--- src/rtl/serial_pkg.sv ---
// Shared types and constants for the serial audio link.
// Used by the receive path and its synchroniser.
package serial_pkg;

    typedef enum logic [2:0] {
        IDLE,
        START,
        DATA,
        STOP,
        WAIT_IDLE
    } rx_state_t;

    localparam int   FRAME_DATA_BITS      = 8;
    localparam logic LINE_IDLE            = 1'b1;
    localparam int   DEFAULT_CLKS_PER_BIT = 434;

endpackage

--- src/rtl/serial_rx_sync.sv ---
// Two-flop synchroniser for an asynchronous single-bit input.
// Both flops reset to RESET_VAL so an idle-high line reads idle.
module serial_rx_sync #(
    parameter logic RESET_VAL = 1'b1
) (
    input  logic clk,
    input  logic rst_n,
    input  logic async_i,
    output logic sync_o
);

    logic [1:0] sync_q;
    logic [1:0] sync_d;

    always_comb begin
        sync_d = {sync_q[0], async_i};
    end

    always_ff @(posedge clk or negedge rst_n) begin
        if (!rst_n) begin
            sync_q <= {2{RESET_VAL}};
        end else begin
            sync_q <= sync_d;
        end
    end

    assign sync_o = sync_q[1];

endmodule

--- src/rtl/serial_byte_receiver.sv ---
// Serial byte receiver: start detect, mid-bit sampling, LSB-first
// deserialiser and a single-entry valid/ready output buffer.
module serial_byte_receiver
    import serial_pkg::*;
#(
    parameter int CLKS_PER_BIT = DEFAULT_CLKS_PER_BIT
) (
    input  logic       CLOCK_50,
    input  logic       Reset_n,
    input  logic       Serial_In,
    output logic [7:0] Data_Out,
    output logic       Data_Valid,
    input  logic       Data_Ready,
    output logic       Frame_Error,
    output logic       Overrun
);

    localparam int TW = $clog2(CLKS_PER_BIT);
    // The timer expires at zero, so loads are one less than the period.
    localparam logic [TW-1:0] HALF_LOAD = TW'(CLKS_PER_BIT / 2 - 1);
    localparam logic [TW-1:0] FULL_LOAD = TW'(CLKS_PER_BIT - 1);
    localparam logic [2:0]    LAST_IDX  = 3'(FRAME_DATA_BITS - 1);

    logic rx_s;

    rx_state_t  state_q, state_d;
    logic [TW-1:0] timer_q, timer_d;
    logic [2:0] idx_q, idx_d;
    logic [7:0] shift_q, shift_d;
    logic       done_q, done_d;
    logic       bad_q, bad_d;
    logic [7:0] data_q, data_d;
    logic       valid_q, valid_d;
    logic       ferr_q, ferr_d;
    logic       ovr_q, ovr_d;
    logic       expired;

    serial_rx_sync #(.RESET_VAL(LINE_IDLE)) u_sync (
        .clk    (CLOCK_50),
        .rst_n  (Reset_n),
        .async_i(Serial_In),
        .sync_o (rx_s)
    );

    assign expired = (timer_q == '0);

    always_comb begin
        state_d = state_q;
        timer_d = timer_q;
        idx_d   = idx_q;
        shift_d = shift_q;
        done_d  = 1'b0;
        bad_d   = 1'b0;
        case (state_q)
            IDLE: begin
                if (rx_s != LINE_IDLE) begin
                    timer_d = HALF_LOAD;
                    state_d = START;
                end
            end
            START: begin
                if (!expired) begin
                    timer_d = timer_q - 1'b1;
                end else if (rx_s != LINE_IDLE) begin
                    timer_d = FULL_LOAD;
                    idx_d   = '0;
                    state_d = DATA;
                end else begin
                    state_d = IDLE;
                end
            end
            DATA: begin
                if (!expired) begin
                    timer_d = timer_q - 1'b1;
                end else begin
                    shift_d = {rx_s, shift_q[7:1]};
                    timer_d = FULL_LOAD;
                    if (idx_q == LAST_IDX) begin
                        state_d = STOP;
                    end else begin
                        idx_d = idx_q + 3'd1;
                    end
                end
            end
            STOP: begin
                if (!expired) begin
                    timer_d = timer_q - 1'b1;
                end else if (rx_s == LINE_IDLE) begin
                    done_d  = 1'b1;
                    state_d = IDLE;
                end else begin
                    bad_d   = 1'b1;
                    state_d = WAIT_IDLE;
                end
            end
            WAIT_IDLE: begin
                if (rx_s == LINE_IDLE) begin
                    state_d = IDLE;
                end
            end
            default: state_d = IDLE;
        endcase
    end

    // Completion is acted on one cycle after the stop sample.
    always_comb begin
        data_d  = data_q;
        valid_d = valid_q;
        ferr_d  = bad_q;
        ovr_d   = 1'b0;
        if (done_q) begin
            if (!valid_q || Data_Ready) begin
                data_d  = shift_q;
                valid_d = 1'b1;
            end else begin
                ovr_d = 1'b1;
            end
        end else if (valid_q && Data_Ready) begin
            valid_d = 1'b0;
        end
    end

    always_ff @(posedge CLOCK_50 or negedge Reset_n) begin
        if (!Reset_n) begin
            state_q <= IDLE;
            timer_q <= '0;
            idx_q   <= '0;
            shift_q <= '0;
            done_q  <= 1'b0;
            bad_q   <= 1'b0;
            data_q  <= '0;
            valid_q <= 1'b0;
            ferr_q  <= 1'b0;
            ovr_q   <= 1'b0;
        end else begin
            state_q <= state_d;
            timer_q <= timer_d;
            idx_q   <= idx_d;
            shift_q <= shift_d;
            done_q  <= done_d;
            bad_q   <= bad_d;
            data_q  <= data_d;
            valid_q <= valid_d;
            ferr_q  <= ferr_d;
            ovr_q   <= ovr_d;
        end
    end

    assign Data_Out    = data_q;
    assign Data_Valid  = valid_q;
    assign Frame_Error = ferr_q;
    assign Overrun     = ovr_q;

endmodule

--- config.mk ---
export PLATFORM = sky130hd
export DESIGN_NAME = serial_byte_receiver
export DESIGN_NICKNAME = d
export VERILOG_FILES = /design/src/rtl/serial_pkg.sv /design/src/rtl/serial_rx_sync.sv /design/src/rtl/serial_byte_receiver.sv
export SDC_FILE = /design/constraint.sdc
export NUM_CORES = 1
export LEC_CHECK = 0
export ABC_AREA = 1
export BUFFER_PORTS_ARGS = -buffer_cell sky130_fd_sc_hd__clkbuf_2
export CAP_MARGIN = 20
export CORE_ASPECT_RATIO = 1.5
export CORE_UTILIZATION = 25
export DETAILED_ROUTE_END_ITERATION = 16
export HOLD_SLACK_MARGIN = 0.12
export PLACE_DENSITY = 0.42
export SLEW_MARGIN = 20
export SYNTH_ARGS = -nofsm -noshare
export SYNTH_HDL_FRONTEND = slang
export SYNTH_SLANG_ARGS = --single-unit
--- constraint.sdc ---
create_clock -name CLOCK_50 -period 2.2 [get_ports CLOCK_50]
set_clock_uncertainty 0.1 [all_clocks]
set_input_delay 0.66 -clock CLOCK_50 [delete_from_list [all_inputs] [get_ports CLOCK_50]]
set_output_delay 0.66 -clock CLOCK_50 [all_outputs]
set_load 0.01 [all_outputs]
# Yosys cells after proc, flatten, opt, wreduce, memory -nomap -nowiden

Index checks and enable logic that the tools add are counted.

Register bits: 38
Input bits: 4
Output and inout port bits: 11

$add $sub $neg: 2
Equal/unequal tests: 16
Muxes and demuxes: 31
Reduce and logical (&&, ||, !) cells: 14

Operators with widths:

| operator                                               | number |
|---|---|
| 2-to-1 mux 9 bit                                       | 5 |
| one-hot mux 9 bit (4 select lines)                     | 1 |
| 2-to-1 mux 3 bit                                       | 11 |
| inequality test 2 bit (second input constant)          | 8 |
| one-hot mux 3 bit (5 select lines)                     | 1 |
| 2-to-1 mux 1 bit                                       | 11 |
| zero test 9 bit                                        | 1 |
| subtractor 9 x 1 -> 9 bit (second input constant)      | 1 |
| equality test 3 x 2 -> 1 bit (second input constant)   | 2 |
| equality test 3 bit (second input constant)            | 2 |
| one-hot mux 3 bit (2 select lines)                     | 1 |
| AND reduction 2 bit                                    | 3 |
| AND reduction 6 bit                                    | 1 |
| AND reduction 5 bit                                    | 1 |
| inequality test 2 x 1 -> 1 bit (second input constant) | 2 |
| AND reduction 4 bit                                    | 1 |
| nonzero test 2 bit                                     | 2 |
| nonzero test 4 bit                                     | 1 |
| adder 3 x 1 -> 3 bit (second input constant)           | 1 |
| equality test 3 x 1 -> 1 bit (second input constant)   | 1 |
| zero test 3 bit                                        | 1 |
| inequality test 3 bit (second input constant)          | 1 |
| 2-to-1 mux 2 bit                                       | 1 |
| logical AND 1 bit                                      | 1 |
| other kinds (2)                                        | 2 |

# Depth between registers and ports, before layout

Depth in word-level cells: 4
Gate-level depth with buffers: 10

# By module

A second synthesis with hierarchy kept.

Cell total of the unflattened synthesis: 222
Area, all modules: 1911.8 sq um

Modules (own cells, without submodules):

| module               | instances | cells an instance | area each (sq um) | sequential area each (sq um) |
|---|---|---|---|---|
| serial_byte_receiver | 1         | 220               | 1859.3            | 900.9 |
| serial_rx_sync       | 1         | 2                 | 52.6              | 52.6 |

# Least setup slack after synthesis

No wires, ideal clock.

Path kind: flip-flop to flip-flop
Start: register timer_q[0]
End: register shift_q[7]
Library setup time: 0.122 ns
Arrival time: 1.425 ns
Path slack: 0.553 ns
Stages on the path, launching flop included: 11
Path buffers: 1
Cells stage by stage: dfrtp_1 -> inv_1 -> ha_1 -> nand2_1 -> nor2_1 -> nand3_2 -> inv_2 -> nand2_4 -> buf_6 -> nand2_1 -> o21ai_2

Cells in the longest elaborated chain, start to end: 2

RTL lines:

| what                          | line                        | source |
|---|---|---|
| start, declared               | serial_byte_receiver.sv:27  | `logic [TW-1:0] timer_q, timer_d;` |
| start signal, assigned        | serial_byte_receiver.sv:137 | `timer_q <= timer_d;` |
| zero test 9 bit               | serial_byte_receiver.sv:45  | `assign expired = (timer_q == '0);` |
| AND reduction 2 bit (no line) | -                           |  |
| end signal, assigned          | serial_byte_receiver.sv:139 | `shift_q <= shift_d;` |
| end, declared                 | serial_byte_receiver.sv:29  | `logic [7:0] shift_q, shift_d;` |

Every way passes these cells.
A chain may end at the register's enable or synchronous reset.

# Worst setup path in the final report

Start: register timer_q[0]
End: register idx_q[1]

Cells in the longest elaborated chain, start to end: 3
Elaborated cells on any way between the ends: 4
Those cells by class: eq/ne: 2; reduce/logical: 2

RTL lines:

| what                            | line                        | source |
|---|---|---|
| zero test 9 bit *               | serial_byte_receiver.sv:45  |  |
| inequality test 2 bit (no line) | -                           |  |
| AND reduction 5 bit (no line) * | -                           |  |
| end signal, assigned            | serial_byte_receiver.sv:138 | `idx_q <= idx_d;` |
| end, declared                   | serial_byte_receiver.sv:28  | `logic [2:0] idx_q, idx_d;` |

Mark *: on every way between the ends. The rest lies on a longest branch, timed or not.

==> metrics <==
maximum clock path buffer count 2; Final Worst Setup Slack 0.358 ns; Final min period 1.84 ns; Clock Tree Root clkbuf_8; largest family of logic cells by synthesized area simple AND/OR/NAND/NOR gates; Synth async-reset ratio 100%; Post-Layout Cell Count 347; Compound-Gate Fraction of Synth Area 10.5%; Critical Path AT 1.92 ns; Total Die Area 7810 um2; cell with the most instances after synthesis nand2_1; I/O pin count 15; Setup CP Type reg2reg; total power 1.20 mW; P_int 0.928 mW; total number of yosys warnings 0; Yosys top cell area share 48.4%; Clock power frac 39.4%; slowest CP cell dfrtp_1; die height 108 um; total area of sequential cells 953 um2; cts bufs inserted 5; number of global-route vias before repair 1445; H-tree depth 2; combinational share of power 2.1%; setup violators final 0; syn nets 233; crit start category flop; drc violations 0; routed via count 1430; final wirelength 3710 um; wire length of the first global-routing pass 6640 um; Via density 4.12; CP required 2.28 ns; Avg Inst Size Synth 8.24 um2; Hold-fix buffers, CTS 0; worst-path maximum fanout 6; Crit. End Element flop; Slew Limit Headroom 68.4%; synthesized area 1860 um2; crit-path cells inv_1 -> ha_1 -> nand2_2 -> nor2_4 -> nand3_1 -> nor2_1 -> inv_1 -> nand2_1 -> nand2_1; DRT Pass-1 Iters 4; status finished, final reports clean; largest net degree at the start of global routing 39; Area growth syn-to-layout 15.0%; Worst path max stage delay 0.39 ns; top post-synthesis cells by area dfrtp_1 (48%), nand2_1 (14%), inv_1 (6.4%); clock sinks 38; Synth Flop Type dfrtp_1; count of input and output buffers 14; Worst Hold Class in2async; area occupied by multi-input gates 759 um2; row count 38; # diodes 0; Final Max Tran Viols 0; post-CTS setup buffers 0; Post-synth EDFFs 0; Resize count post-CTS 0; Seq pwr share 58.6%; Fillers 814; RSZ-0062 raised after global routing false; gr ovfl total 0; Period Utilization, post-route 83.7%; PD cells 560 nW/um2; clock slew at reported path FFs 0.08 ns; GRT Overall Usage 11.0%; P_sw 0.271 mW; DP HPWL 2740 um; Synth Area in Adders 2.01%; Nets 253; Iter 0 DRT Violations 39; area leader, netlist dfrtp_1; post-synthesis register bit count 38; Post-Place Cells 339; post-synthesis simple-gate area fraction 26.7%; chip width 72.5 um; flop-to-flop setup slack 0.36 ns; Placer Congestion 0.742; Core Area 7230 um2; pre-CTS WS 0.334 ns; initial antenna violation count 0; Sw Ratio 22.6%; initial core utilization 25.8%; post-synthesis sequential area ratio 51.2%; Setup Total Neg Slack 0 ns; mux share of post-synthesis cell area 1.14%; worst-margin pin slew 0.472 ns; MaxCap Viol Count 0; CTS tree done; ANT nets after route 0; VDD IR max 0.260 mV; Cell variety after synth 24; clk_lat worst skew 0.29 ns; f_max 543 MHz; fraction of layout cells with a size suffix above 1 19.0%; Pleak 1.12 nW; routed len/inst 10.7 um; XOR/XNOR share of the synthesized area 0.470%; final hold vios 0; top cells by count, synth nand2_1 (70), dfrtp_1 (36), inv_1 (32); Post-Syn Instances 226
==> layout make-up <==
cell class                      instances  share of cell area [%]
Sequential cell                        38                    44.5
Multi-Input combinational cell        152                    35.5
Tap cell                              100                    5.84
Inverter                               33                    5.78
Timing Repair Buffer                   16                    4.56
Clock buffer                            6                    3.39
Clock inverter                          2                   0.467
==> through the flow <==
| stage | util, % | hold slack [ns] | instance area [um2] |
|---|---|---|---|
| global route | 29.6 | 0.239 | 2140 |
| global placement | 28.5 | 0.236 | 2060 |
| finish | 29.6 | 0.228 | 2140 |
| floorplan | - | 0.231 | 1860 |
| detailed placement | 28.5 | 0.236 | 2060 |
| CTS | 29.6 | 0.231 | 2140 |
==> cell families (layout without fill, tap and decap cells) <==
kind of cell	after synthesis	count (layout)
AOI/OAI and AO/OA	30	30
xor gates and xnor gates	1	1
adders and majority gates	3	3
buffers and inverters	36	57
DFF	38	38
muxes	2	2
and+or+nand+nor	116	116
==> registers in the layout, summed over array words and instances, names as in the netlist, 2 cells and up <==
signal	cells
timer_q	9
Data_Out	8
shift_q	8
idx_q	3
state_q	3
u_sync.sync_q	2
==> placed cells by master, fill, tap and decap left out <==
master / instances
nand4_1: 2
nor2_1: 22
nand3_1: 12
nand2_1: 70
o21ai_2: 11
clkbuf_8: 5
buf_4: 1
clkbuf_1: 1
inv_2: 1
nand2_2: 3
mux2_2: 1
ha_1: 3
o21ai_0: 17
a21oi_1: 1
nand3_2: 2
nor2_4: 1
clkinv_2: 2
dfstp_2: 2
nor2_2: 2
xor2_1: 1
nand2_4: 1
buf_12: 1
inv_1: 32
nor3_1: 1
dfrtp_1: 36
o2111ai_1: 1
mux2i_1: 1
clkbuf_2: 14
==> worst paths after layout <==
check,start,end,depth (start not counted)
max in group asynchronous,Reset_n,u_sync.sync_q[1],2
hold reg to reg,bad_q,Frame_Error,0
setup reg to reg,timer_q[0],idx_q[1],9
hold / removal,Reset_n,state_q[2],2
min in group CLOCK_50,bad_q,Frame_Error,0
setup / recovery,timer_q[0],idx_q[1],9
==> power by group through the flow <==
| stage | clock network (mW) | registers, mW | logic [mW] |
|---|---|---|---|
| after global routing | 0.522 | 0.702 | 0.0295 |
| final | 0.472 | 0.702 | 0.0249 |
| after detailed placement | 0 | 0.716 | 0.0268 |
| after global placement | 0 | 0.716 | 0.0267 |
| after CTS | 0.498 | 0.702 | 0.0268 |
| after floorplan | 0 | 0.716 | 0.00374 |
==> metal layers <==
metal / up-vias / GRT usage (%) / wire length, um
li1: 743 / - / -
met1: 664 / 12.1 / 1560
met2: 19 / 20.1 / 2010
met3: 4 / 2.53 / 91
met4: 0 / 4.20 / 47
met5: - / 0 / 0
==> critical path, delay by kind of cell, from the launching register on <==
family        cells  cell delay [ns]
buf+inv           2             0.20
simple gates      6             0.75
flops             1             0.39
fa+ha+maj         1             0.29
No activity file was read; power rests on OpenSTA's default activity.
